$ cat src/rtl/nibble_add_pkg.sv
// Shared types and default sizing for the nibble-serial adder.
package nibble_add_pkg;

  typedef enum logic [1:0] {
    IDLE = 2'd0,
    RUN  = 2'd1,
    DONE = 2'd2
  } state_e;

  localparam int WIDTH_DEF  = 16;
  localparam int SLICE_DEF  = 4;
  localparam int NSLICE_DEF = WIDTH_DEF / SLICE_DEF;
  localparam int NIDX_W_DEF = (NSLICE_DEF > 1) ? $clog2(NSLICE_DEF) : 1;

endpackage

$ cat src/rtl/nibble_serial_adder16_add_slice4.sv
// Combinational SLICE-bit ripple-carry slice built from full adders.
module add_slice4 #(
  parameter int SLICE = 4
) (
  input  logic [SLICE-1:0] a,
  input  logic [SLICE-1:0] b,
  input  logic             cin,
  output logic [SLICE-1:0] s,
  output logic             cout
);

  logic [SLICE:0] c;

  assign c[0] = cin;

  for (genvar i = 0; i < SLICE; i++) begin : g_fa
    assign s[i]   = a[i] ^ b[i] ^ c[i];
    assign c[i+1] = (a[i] & b[i]) | (a[i] & c[i]) | (b[i] & c[i]);
  end

  assign cout = c[SLICE];

endmodule

$ cat src/rtl/nibble_serial_adder16.sv
// Multi-cycle WIDTH-bit adder driving one SLICE-bit slice per clock, LSB first.
// Optional signed-overflow output enabled by defining NIBBLE_ADD_OVF_EN.
module nibble_serial_adder16
  import nibble_add_pkg::*;
#(
  parameter int WIDTH = WIDTH_DEF,
  parameter int SLICE = SLICE_DEF
) (
  input  logic             clk,
  input  logic             rst_n,
  input  logic             in_valid,
  output logic             in_ready,
  input  logic [WIDTH-1:0] a,
  input  logic [WIDTH-1:0] b,
  input  logic             cin,
  output logic             out_valid,
  input  logic             out_ready,
  output logic [WIDTH-1:0] sum,
  output logic             cout,
  output logic             busy
`ifdef NIBBLE_ADD_OVF_EN
  ,
  output logic             ovf
`endif
);

  localparam int NSLICE = WIDTH / SLICE;
  localparam int IDX_W  = (NSLICE > 1) ? $clog2(NSLICE) : 1;
  localparam logic [IDX_W-1:0] LAST_IDX = IDX_W'(NSLICE - 1);

  // Handshake: a transfer happens only on valid && ready at a rising edge;
  // sum/cout are frozen from the last RUN edge until out_ready drains DONE.
  state_e           state_q, state_d;
  logic [WIDTH-1:0] a_q, a_d, b_q, b_d, sum_q, sum_d;
  logic             carry_q, carry_d, cout_q, cout_d;
  logic [IDX_W-1:0] idx_q, idx_d;
  logic [SLICE-1:0] slice_a, slice_b, slice_s;
  logic             slice_co;
`ifdef NIBBLE_ADD_OVF_EN
  logic             ovf_q, ovf_d;
`endif

  always_comb begin
    slice_a = a_q[idx_q*SLICE +: SLICE];
    slice_b = b_q[idx_q*SLICE +: SLICE];
  end

  add_slice4 #(.SLICE(SLICE)) u_slice (
    .a    (slice_a),
    .b    (slice_b),
    .cin  (carry_q),
    .s    (slice_s),
    .cout (slice_co)
  );

  always_ff @(posedge clk or negedge rst_n) begin
    if (!rst_n) begin
      state_q <= IDLE;
      a_q     <= '0;
      b_q     <= '0;
      sum_q   <= '0;
      carry_q <= 1'b0;
      cout_q  <= 1'b0;
      idx_q   <= '0;
`ifdef NIBBLE_ADD_OVF_EN
      ovf_q   <= 1'b0;
`endif
    end else begin
      state_q <= state_d;
      a_q     <= a_d;
      b_q     <= b_d;
      sum_q   <= sum_d;
      carry_q <= carry_d;
      cout_q  <= cout_d;
      idx_q   <= idx_d;
`ifdef NIBBLE_ADD_OVF_EN
      ovf_q   <= ovf_d;
`endif
    end
  end

  always_comb begin
    state_d = state_q;
    case (state_q)
      IDLE:    if (in_valid) state_d = RUN;
      RUN:     if (idx_q == LAST_IDX) state_d = DONE;
      DONE:    if (out_ready) state_d = IDLE;
      default: state_d = IDLE;
    endcase
  end

  always_comb begin
    a_d     = a_q;
    b_d     = b_q;
    sum_d   = sum_q;
    carry_d = carry_q;
    cout_d  = cout_q;
    idx_d   = idx_q;
`ifdef NIBBLE_ADD_OVF_EN
    ovf_d   = ovf_q;
`endif
    case (state_q)
      IDLE: begin
        if (in_valid) begin
          a_d     = a;
          b_d     = b;
          carry_d = cin;
          idx_d   = '0;
        end
      end
      RUN: begin
        sum_d[idx_q*SLICE +: SLICE] = slice_s;
        carry_d = slice_co;
        if (idx_q == LAST_IDX) begin
          idx_d  = '0;
          cout_d = slice_co;
`ifdef NIBBLE_ADD_OVF_EN
          // Carry into the MSB is recovered as a ^ b ^ s at that bit.
          ovf_d  = (a_q[WIDTH-1] ^ b_q[WIDTH-1] ^ slice_s[SLICE-1]) ^ slice_co;
`endif
        end else begin
          idx_d = idx_q + IDX_W'(1);
        end
      end
      default: ;
    endcase
  end

  always_comb begin
    in_ready  = (state_q == IDLE);
    out_valid = (state_q == DONE);
    busy      = (state_q != IDLE);
    sum       = sum_q;
    cout      = cout_q;
`ifdef NIBBLE_ADD_OVF_EN
    ovf       = ovf_q;
`endif
  end

endmodule

$ cat config.mk
export PLATFORM = sky130hd
export DESIGN_NAME = nibble_serial_adder16
export DESIGN_NICKNAME = d
export VERILOG_FILES = /design/src/rtl/nibble_add_pkg.sv /design/src/rtl/nibble_serial_adder16_add_slice4.sv /design/src/rtl/nibble_serial_adder16.sv
export SDC_FILE = /design/constraint.sdc
export NUM_CORES = 1
export LEC_CHECK = 0
export ABC_CLOCK_PERIOD_IN_PS = 6800
export CAP_MARGIN = 5
export CORE_UTILIZATION = 35
export DETAILED_ROUTE_END_ITERATION = 12
export PLACE_DENSITY = 0.61
export SYNTH_ARGS = -nofsm -noshare
export SYNTH_HDL_FRONTEND = slang
export SYNTH_SLANG_ARGS = --single-unit
$ cat constraint.sdc
create_clock -name clk -period 6.8 [get_ports clk]
set_input_delay 1.02 -clock clk [delete_from_list [all_inputs] [get_ports clk]]
set_output_delay 1.02 -clock clk [all_outputs]
set_load 0.05 [all_outputs]
==> results of run 1 <==
[worst max-delay path, delay by kind of cell (launching register included)]
kind | cells | cell delay [ns]
flip-flops | 1 | 0.34
adder cells (fa/ha/maj) | 4 | 1.29
buffers and inverters | 3 | 0.41
multiplexers | 2 | 0.74
AND/OR/NAND/NOR | 1 | 0.28
[worst paths after layout]
path	startpoint	to	slack (ns)	depth (start not counted)
setup reg to reg	idx_q[0]	sum[15]	3.68	10
max in group asynchronous	rst_n	sum[4]	5.51	2
hold / removal	sum[0]	sum[0]	0.50	1
setup / recovery	idx_q[0]	sum[15]	3.68	10
min in group asynchronous	rst_n	sum[8]	0.83	2
hold reg to reg	sum[0]	sum[0]	0.50	1
[cell usage after synthesis]
library cell  count
mux2_2           39
fa_1              4
o31ai_1           1
nor4bb_1          8
or3b_4            1
nand3b_1          3
nand2b_1          2
buf_2             3
nand4b_1          4
nor3b_1           2
o2bb2ai_1         5
nor2_1            2
dfrtp_1          54
nor3b_4           1
mux4_2            8
a22o_1            4
a21oi_1           1
clkbuf_1          3
buf_6             3
ha_1              6
a32o_1            1
and4b_1           2
buf_4             1
nor2b_1           1
o21bai_1          1
inv_1            11
mux2_1            2
and3b_1           2
nor4b_1           2
a221oi_1          1
[kinds of logic after synthesis]
| kind of cell | after synthesis |
|---|---|
| buf+inv | 21 |
| flops | 54 |
| compound gates | 14 |
| simple gates | 30 |
| fa+ha+maj | 10 |
| mux | 49 |
[stage by stage]
step           hold slack [ns]  std cells  utilization, %  cell area (um^2)  total power (uW)
4_1_cts                  0.502        333            46.3              3360              1750
6_report                 0.495        333            46.3              3360              1720
3_3_place_gp             0.475        326            45.1              3270              1560
3_5_place_dp             0.477        326            45.1              3270              1570
2_1_floorplan            0.453        178               -              2640              1290
5_1_grt                  0.507        333            46.3              3360              1860
[cell usage in the layout (no fill, tap or decap)]
cell type / netlist / routed
and3b_1: 2 / 2
clkinvlp_4: 0 / 2
mux4_2: 8 / 8
nand2b_1: 2 / 2
o21bai_1: 1 / 1
nor2_1: 2 / 2
or3b_4: 1 / 1
inv_1: 11 / 11
nand3b_1: 3 / 3
buf_4: 1 / 3
a221oi_1: 1 / 1
fa_1: 4 / 4
o31ai_1: 1 / 1
nor3b_1: 2 / 2
mux2_1: 2 / 2
a22o_1: 4 / 4
a32o_1: 1 / 1
dfrtp_1: 54 / 54
nand4b_1: 4 / 4
mux2_2: 39 / 39
and4b_1: 2 / 2
clkbuf_8: 0 / 5
nor2b_1: 1 / 1
nor4bb_1: 8 / 8
nor4b_1: 2 / 2
a21oi_1: 1 / 1
o2bb2ai_1: 5 / 5
ha_1: 6 / 6
clkdlybuf4s50_1: 0 / 55
buf_2: 3 / 1
nor3b_4: 1 / 1
[layout make-up]
| type | count | area (um^2) | share of cell area (%) |
|---|---|---|---|
| clock buffers | 5 | 68.8 | 2.05 |
| multi-input cells | 103 | 1180 | 35.1 |
| repair buffers | 59 | 578 | 17.2 |
| flip-flops and latches | 54 | 1350 | 40.3 |
| well taps | 99 | 124 | 3.69 |
| clock inverters | 2 | 15.0 | 0.447 |
| inverters | 11 | 41.3 | 1.23 |
[report_power, final]
part	switching, uW	leakage (uW)	internal, uW
combinational	507	0.000676	470
sequential	101	0.000668	465
clock	107	0.0000362	70.7
[flip-flops by register name (all words and copies together), names as in the netlist]
| name | count |
|---|---|
| a_q | 16 |
| idx_q | 2 |
| cout | 1 |
| state_q | 2 |
| carry_q | 1 |
| b_q | 16 |
| sum | 16 |
[layer usage]
| metal | GRT usage (%) | up-vias | wire length [um] |
|---|---|---|---|
| li1 | - | 772 | - |
| met1 | 20.1 | 798 | 2330 |
| met5 | 0 | - | 0 |
| met4 | 3.96 | 0 | 41 |
| met2 | 22.0 | 39 | 2420 |
| met3 | 3.45 | 5 | 201 |
==> flow_summary.ini, run 1 <==
[run_status]
status = completed

[finish]
finalNetCount = 281
drive_gt1_share_pct = 25.6
fillers = 696
diodes = 0
syn2layout_area_growth_pct = 27.2

[flow_run]
maxCapViolations = 0

[clock_network]
cts_root_buf = clkbuf_8
clock_sinks = 54
clk_latency_ns = 0.31
htree_levels = 2
clk_pin_slew_worst_paths_ns = 0.09
cts_buffers = 5
cts_tree = built
cts_setup_buffers = 0
ctsHoldBuffers = 0
clockBufferDepth = 2
cts_repair_resize_count = 0

[synth]
yosysSeqAreaShare_pct = 51.2
synth_area_leaders = dfrtp_1 (51%), mux2_2 (17%), mux4_2 (6.8%)
synth_compound_area_share_pct = 4.46
synth_largest_area_cell = dfrtp_1
synth-simple-area-share_pct = 10.0
synth-xor-area-share_pct = 0
synth_top_area_share_pct = 51.2
yosysWarnings = 0
synthesis.area_um2 = 2640
ys_seq_elements = 54
yosysUniqueCellTypes = 30
syn_avg_cell_area_um2 = 14.8
synth_adder_area_share_pct = 5.88
syn-num-nets = 225
synth_cells = 178
synth_top_family_by_area = multiplexers
muxShareOfSynthArea_pct = 24.3

[worst_setup_path]
cp_max_fo = 23
critPathRequiredTime_ns = 7.04
slowest_stage = mux4_2
crit_path_cell_trace = buf_4, mux4_2, fa_1, inv_1, fa_1, fa_1, inv_1, fa_1, nor4bb_1, mux2_2
crit_top_cell = fa_1
slowest_delay_ns = 0.56
cp_data_arrival_time_ns = 3.36
cp-end-kind = flip-flop
crit_type = flip-flop to flip-flop
critPathLaunchType = flip-flop

[sta]
fin_setup_tns_ns = 0
relSlewSlack_pct = 54.4
tightestPinTransition_ns = 0.684
max_freq_ghz = 0.321
drv_slew = 0
fin_skew_ns = 0.0106
post-route-period-util_pct = 45.8
hold_violations = 0
fin_crit_ns = 3.12
setup_ws_ns = 3.68
setup_violations = 0
grt_setup_unrepaired = false

[route]
viasPerCell = 4.85
wire_per_inst_um = 15.0
final_antenna_net_count = 0
drtPass1Iterations = 4
num_vias = 1614
routed_wl_um = 4990
drc = 0
drtIter0Drc = 87

[floorplanning]
ios = 57
die_area_um2 = 7890
fp-row-count = 31
die-height_um = 88.8
core_um2 = 7250
start_util_pct = 36.4
die_x_um = 88.8

[power]
ir_drop_v = 0.000301
p_leak_uw = 0.00138
p_per_area_nw_per_um2 = 513

[hold_path]
hp-class = flip-flop to flip-flop

[placement]
hpwlAfterDp_um = 3590
pre_cts_ws_ns = 3.68
portBuffers = 56
gp_congestion = 0.680

[global_routing]
antenna_found_initial = 0
grt_start_max_net_pins = 55
track_usage_pct = 14.3
overflow = 0
grt_pass1_vias = 1675
grt_pass1_wl_um = 8450
(Power assumes the default switching activity.)
==> run 2: changes to the inputs <==
--- a/config.mk
+++ b/config.mk
@@ -5,11 +5,11 @@
 export SDC_FILE = /design/constraint.sdc
 export NUM_CORES = 1
 export LEC_CHECK = 0
-export ABC_CLOCK_PERIOD_IN_PS = 6800
+export ABC_CLOCK_PERIOD_IN_PS = 2500
 export CAP_MARGIN = 5
 export CORE_UTILIZATION = 35
 export DETAILED_ROUTE_END_ITERATION = 12
-export PLACE_DENSITY = 0.61
+export PLACE_DENSITY = 0.63
 export SYNTH_ARGS = -nofsm -noshare
 export SYNTH_HDL_FRONTEND = slang
 export SYNTH_SLANG_ARGS = --single-unit
==> constraint.sdc (replaced) <==
create_clock -name clk -period 2.5 [get_ports clk]
set_input_delay 0.375 -clock clk [delete_from_list [all_inputs] [get_ports clk]]
set_output_delay 0.375 -clock clk [all_outputs]
set_load 0.05 [all_outputs]
==> run 2 against run 1 <==
  * The run now ends with setup timing left
  * Cell count up 3.3%
  * Worst hold slack worse by 0.46 ns
  * Clock skew down 0.0054 ns
  * Critical path type unchanged
  * Largest power group unchanged
==> flow_summary.ini, run 2 (synthesis results as in run 1) <==
[run_status]
status = finished with violations
violations = setup timing

[route]
viasPerCell = 4.86
drtIter0Drc = 52
num_vias = 1671
wire_per_inst_um = 14.9
routed_wl_um = 5130
drc = 0
drtPass1Iterations = 4
final_antenna_net_count = 0

[worst_setup_path]
crit_cells = 9
cp_max_fo = 6
critPathLaunchType = flip-flop
critPathRequiredTime_ns = 2.70
crit_type = flip-flop to flip-flop
r2r_slack_ns = -0.29
crit_path_cell_trace = mux4_2, fa_2, inv_2, fa_2, fa_2, inv_2, fa_2, and4b_1, mux2_4
crit_top_cell = fa_2
cp-end-kind = flip-flop
slowest_stage = mux4_2
cp_data_arrival_time_ns = 2.98
cpLargestDelayFamily = adder cells
r2r_cells = 9
r2r_end = sum[7]
r2r-start = idx_q[0]
slowest_delay_ns = 0.53
path_buf_inv = 2

[placement]
hpwlAfterDp_um = 3810
pre_cts_ws_ns = -0.350
portBuffers = 56
placed_cell_area_um2 = 3390
gp_congestion = 0.735

[global_routing]
grt_pass1_vias = 1730
grt_pass1_wl_um = 8670
overflow = 0
grt_start_max_net_pins = 55
antenna_found_initial = 0
track_usage_pct = 14.8

[clock_network]
cts_root_buf = clkbuf_8
clockBufferDepth = 2
clock_sinks = 54
cts_buffers = 5
cts_setup_buffers = 0
htree_levels = 2
clk_latency_ns = 0.31
ctsHoldBuffers = 0
cts_tree = built
clk_pin_slew_worst_paths_ns = 0.10

[sta]
hold_violations = 0
grt_setup_unrepaired = true
setup_ws_ns = -0.287
relSlewSlack_pct = 65.5
drv_slew = 0
post-route-period-util_pct = 111
tightestPinTransition_ns = 0.517
fin_crit_ns = 2.79
fin_hold_ws_ns = 0.0393
fin_skew_ns = 0.00515
setup_violations = 10
max_freq_ghz = 0.359

[finish]
finalNetCount = 291
diodes = 0
final_util_pct = 48.6
final_cell_mix = clkdlybuf4s50_1 (55), dfrtp_1 (53), mux2_2 (37), buf_4 (11), inv_1 (9)
final_common_cell = clkdlybuf4s50_1
syn2layout_area_growth_pct = 33.5
drive_gt1_share_pct = 33.9
stdcell_area_um2 = 3520

[floorplanning]
fp-row-count = 31
die_area_um2 = 7890
start_util_pct = 36.4
die-height_um = 88.8
ios = 57
core_um2 = 7250
die_x_um = 88.8

[flow_run]
maxCapViolations = 0

[hold_path]
hp-class = primary input to async pin

[power]
p_per_area_nw_per_um2 = 1450
p_leak_uw = 0.00146
ir_drop_v = 0.000628
p_total_uw = 5100
run 2: stage by stage:
stage	instances	TNS, ns
after global routing	344	-2.68
after global placement	336	-1.78
after floorplan	178	-1.87
after CTS	344	-1.46
final	344	-1.50
after detailed placement	336	-2.04
run 2: layer usage:
layer / global-route usage (%) / wire length, um / vias up
met3: 3.82 / 227 / 6
met5: 0 / 0 / -
met1: 18.6 / 2270 / 839
li1: - / - / 790
met2: 25.6 / 2610 / 36
met4: 3.08 / 33 / 0
run 2: power by group:
group / internal (uW) / leakage, uW / switching [uW] / total, uW
Combinational: 1540 / 0.000739 / 1530 / 3070
Sequential: 1270 / 0.000667 / 235 / 1500
Clock: 229 / 0.0000514 / 298 / 527
Total: 3030 / 0.00146 / 2070 / 5100
run 2: worst reg2reg max path, cell delays in order, from the launching register on:
cell and delay (ns):
dfrtp_2 0.44, mux4_2 0.53, fa_2 0.37, inv_2 0.06, fa_2 0.19, fa_2 0.19
inv_2 0.04, fa_2 0.43, and4b_1 0.19, mux2_4 0.25
run 2: cell type report:
type	count	area [um^2]
well taps	99	124
clock buffers	6	82.6
fillers	663	3730
flip-flops and latches	54	1350
multi-input cells	103	1230
inverters	11	41.3
clock inverters	2	17.5
repair buffers	69	678
run 2: repair_timing:
item	CTS	global route
resized for setup	5	4
endpoints found under the hold margin	0	0
pin swaps	4	3
setup endpoints to repair	11	11
run 2: how the worst max path moves through the flow:
stage / from / end
detailed placement: idx_q[0] / sum[7]
finish: idx_q[0] / sum[7]
floorplan: idx_q[0] / sum[7]
global route: idx_q[0] / sum[11]
global placement: idx_q[0] / sum[7]
CTS: idx_q[0] / sum[7]
==> run 3: changes to the inputs <==
==> constraint.sdc (replaced) <==
create_clock -name clk -period 2.5 [get_ports clk]
set_input_delay 0.5 -clock clk [delete_from_list [all_inputs] [get_ports clk]]
set_output_delay 0.5 -clock clk [all_outputs]
set_load 0.05 [all_outputs]
==> run 3 against run 2 <==
  * The run still ends with setup timing left
  * Global-route usage increased by 0.11 points
  * Clock-buffer cell count decreased by 1
  * Clock power decreased by 2%
  * Die area unchanged
  * Clock skew increased by 0.0072 ns
  * Via count decreased by 0.84%
  * Critical path type unchanged
  * Critical endpoint unchanged
  * Largest cell class unchanged
  * Largest power group unchanged
  * Highest routed layer unchanged
==> flow_summary.ini, run 3 (synthesis results as in run 1) <==
[clock_network]
clk_pin_slew_worst_paths_ns = 0.11
htree_levels = 2
clock_sinks = 54
clk_latency_ns = 0.32
ctsHoldBuffers = 0
cts_tree = built
clockBufferDepth = 2
cts_buffers = 5
cts_root_buf = clkbuf_8
cts_setup_buffers = 0

[global_routing]
overflow = 0
grt_util_met2_pct = 25.6
antenna_found_initial = 0
met3_usage_pct = 3.54
gr-usage-met1_pct = 18.4
track_usage_pct = 14.9
grt_pass1_wl_um = 8730
grt_pass1_vias = 1840
grt_start_max_net_pins = 55
top_usage_layer = met2

[placement]
hpwlAfterDp_um = 3780
placed_cell_area_um2 = 3380
portBuffers = 56
gp_congestion = 0.748

[sta]
fin_skew_ns = 0.0123
hold_violations = 0
grt_setup_unrepaired = true
max_freq_ghz = 0.353
post-route-period-util_pct = 113
fin_crit_ns = 2.83
fin_hold_ws_ns = 0.291
tightestPinTransition_ns = 0.690
setup_ws_ns = -0.331
fin_setup_tns_ns = -1.71
relSlewSlack_pct = 54.0
drv_slew = 0
setup_violations = 10

[finish]
syn2layout_area_growth_pct = 33.9
diodes = 0
final_cell_mix = dfrtp_1 (53), clkdlybuf4s50_1 (53), mux2_2 (36), buf_4 (15), inv_1 (9)
multi_input_area_um2 = 1250
fillers = 674
finalNetCount = 292
drive_gt1_share_pct = 35.4
stdcell_area_um2 = 3530
layout.area.seq_um2 = 1350

[worst_setup_path]
crit_start = idx_q[0]
crit_path_cell_trace = mux4_2, fa_2, inv_2, fa_2, fa_2, inv_2, fa_2, and4b_1, mux2_2
cp-end-kind = flip-flop
cp_max_fo = 6
critPathLaunchType = flip-flop
cp_data_arrival_time_ns = 3.03
critPathRequiredTime_ns = 2.70
r2r-start = idx_q[0]
path_buf_inv = 2
crit_top_cell = fa_2
slowest_stage = mux4_2
slowest_delay_ns = 0.54
cpLargestDelayFamily = adder cells
crit_type = flip-flop to flip-flop

[hold_path]
hp-class = primary input to async pin

[route]
num_vias = 1657
viasPerCell = 4.80
drc = 0
drtPass1Iterations = 4
wire_per_inst_um = 14.9
routed_wl_um = 5160
final_antenna_net_count = 0
drtIter0Drc = 35

[run_status]
status = finished with violations
violations = setup timing

[power]
p_per_area_nw_per_um2 = 1480
ir_drop_v = 0.000692
p_leak_uw = 0.00147

[floorplanning]
fp-row-count = 31
start_util_pct = 36.4
core_um2 = 7250
die-height_um = 88.8
die_area_um2 = 7890
ios = 57
die_x_um = 88.8

[flow_run]
maxCapViolations = 0
[run 3: area by class of cell]
cell class / instances / share of cell area, %
Timing Repair Buffer: 70 / 18.9
Tap cell: 99 / 3.50
Clock inverter: 3 / 0.743
Clock buffer: 5 / 1.95
Sequential cell: 54 / 38.3
Multi-Input combinational cell: 103 / 35.5
Inverter: 11 / 1.17
[run 3: routing by layer]
layer  wire (um)  part of all wire, %
met1        2320                   45
met2        2560                   50
met3         212                  4.1
met4          59                  1.1
met5           0                    0
[run 3: final timing paths]
check | endpoint | slack (ns) | cells after the start
setup reg to reg | sum[7] | -0.33 | 9
hold reg to reg | a_q[3] | 0.50 | 1
min in group clk | a_q[3] | 0.50 | 1
max in group asynchronous | idx_q[0] | 1.72 | 2
hold / removal | state_q[1] | 0.29 | 2
setup / recovery | sum[7] | -0.33 | 9
[run 3: timing repair]
item	in CTS	in global routing
gates resized for setup	5	8
pin swaps	4	4
endpoints found under the setup margin	10	14
[run 3: per-stage QoR]
stage,utilization [%],worst slack [ns],std cells,power (uW)
floorplan,-,-0.394,178,3580
global placement,46.5,-0.327,337,4500
detailed placement,46.5,-0.356,337,4540
CTS,48.2,-0.322,345,5140
global route,48.7,-0.447,345,5620
finish,48.7,-0.331,345,5230
[run 3: worst reg2reg max path, stage by stage, from the launching register on]
cell and delay [ns]:
dfrtp_2 0.44, mux4_2 0.54, fa_2 0.37, inv_2 0.06, fa_2 0.19, fa_2 0.19
inv_2 0.04, fa_2 0.44, and4b_1 0.19, mux2_2 0.26
[run 3: power by group]
| part | internal, uW | switching [uW] | leakage, uW |
|---|---|---|---|
| Clock | 207 | 312 | 0.0000491 |
| Combinational | 1620 | 1610 | 0.000755 |
| Sequential | 1270 | 221 | 0.000667 |
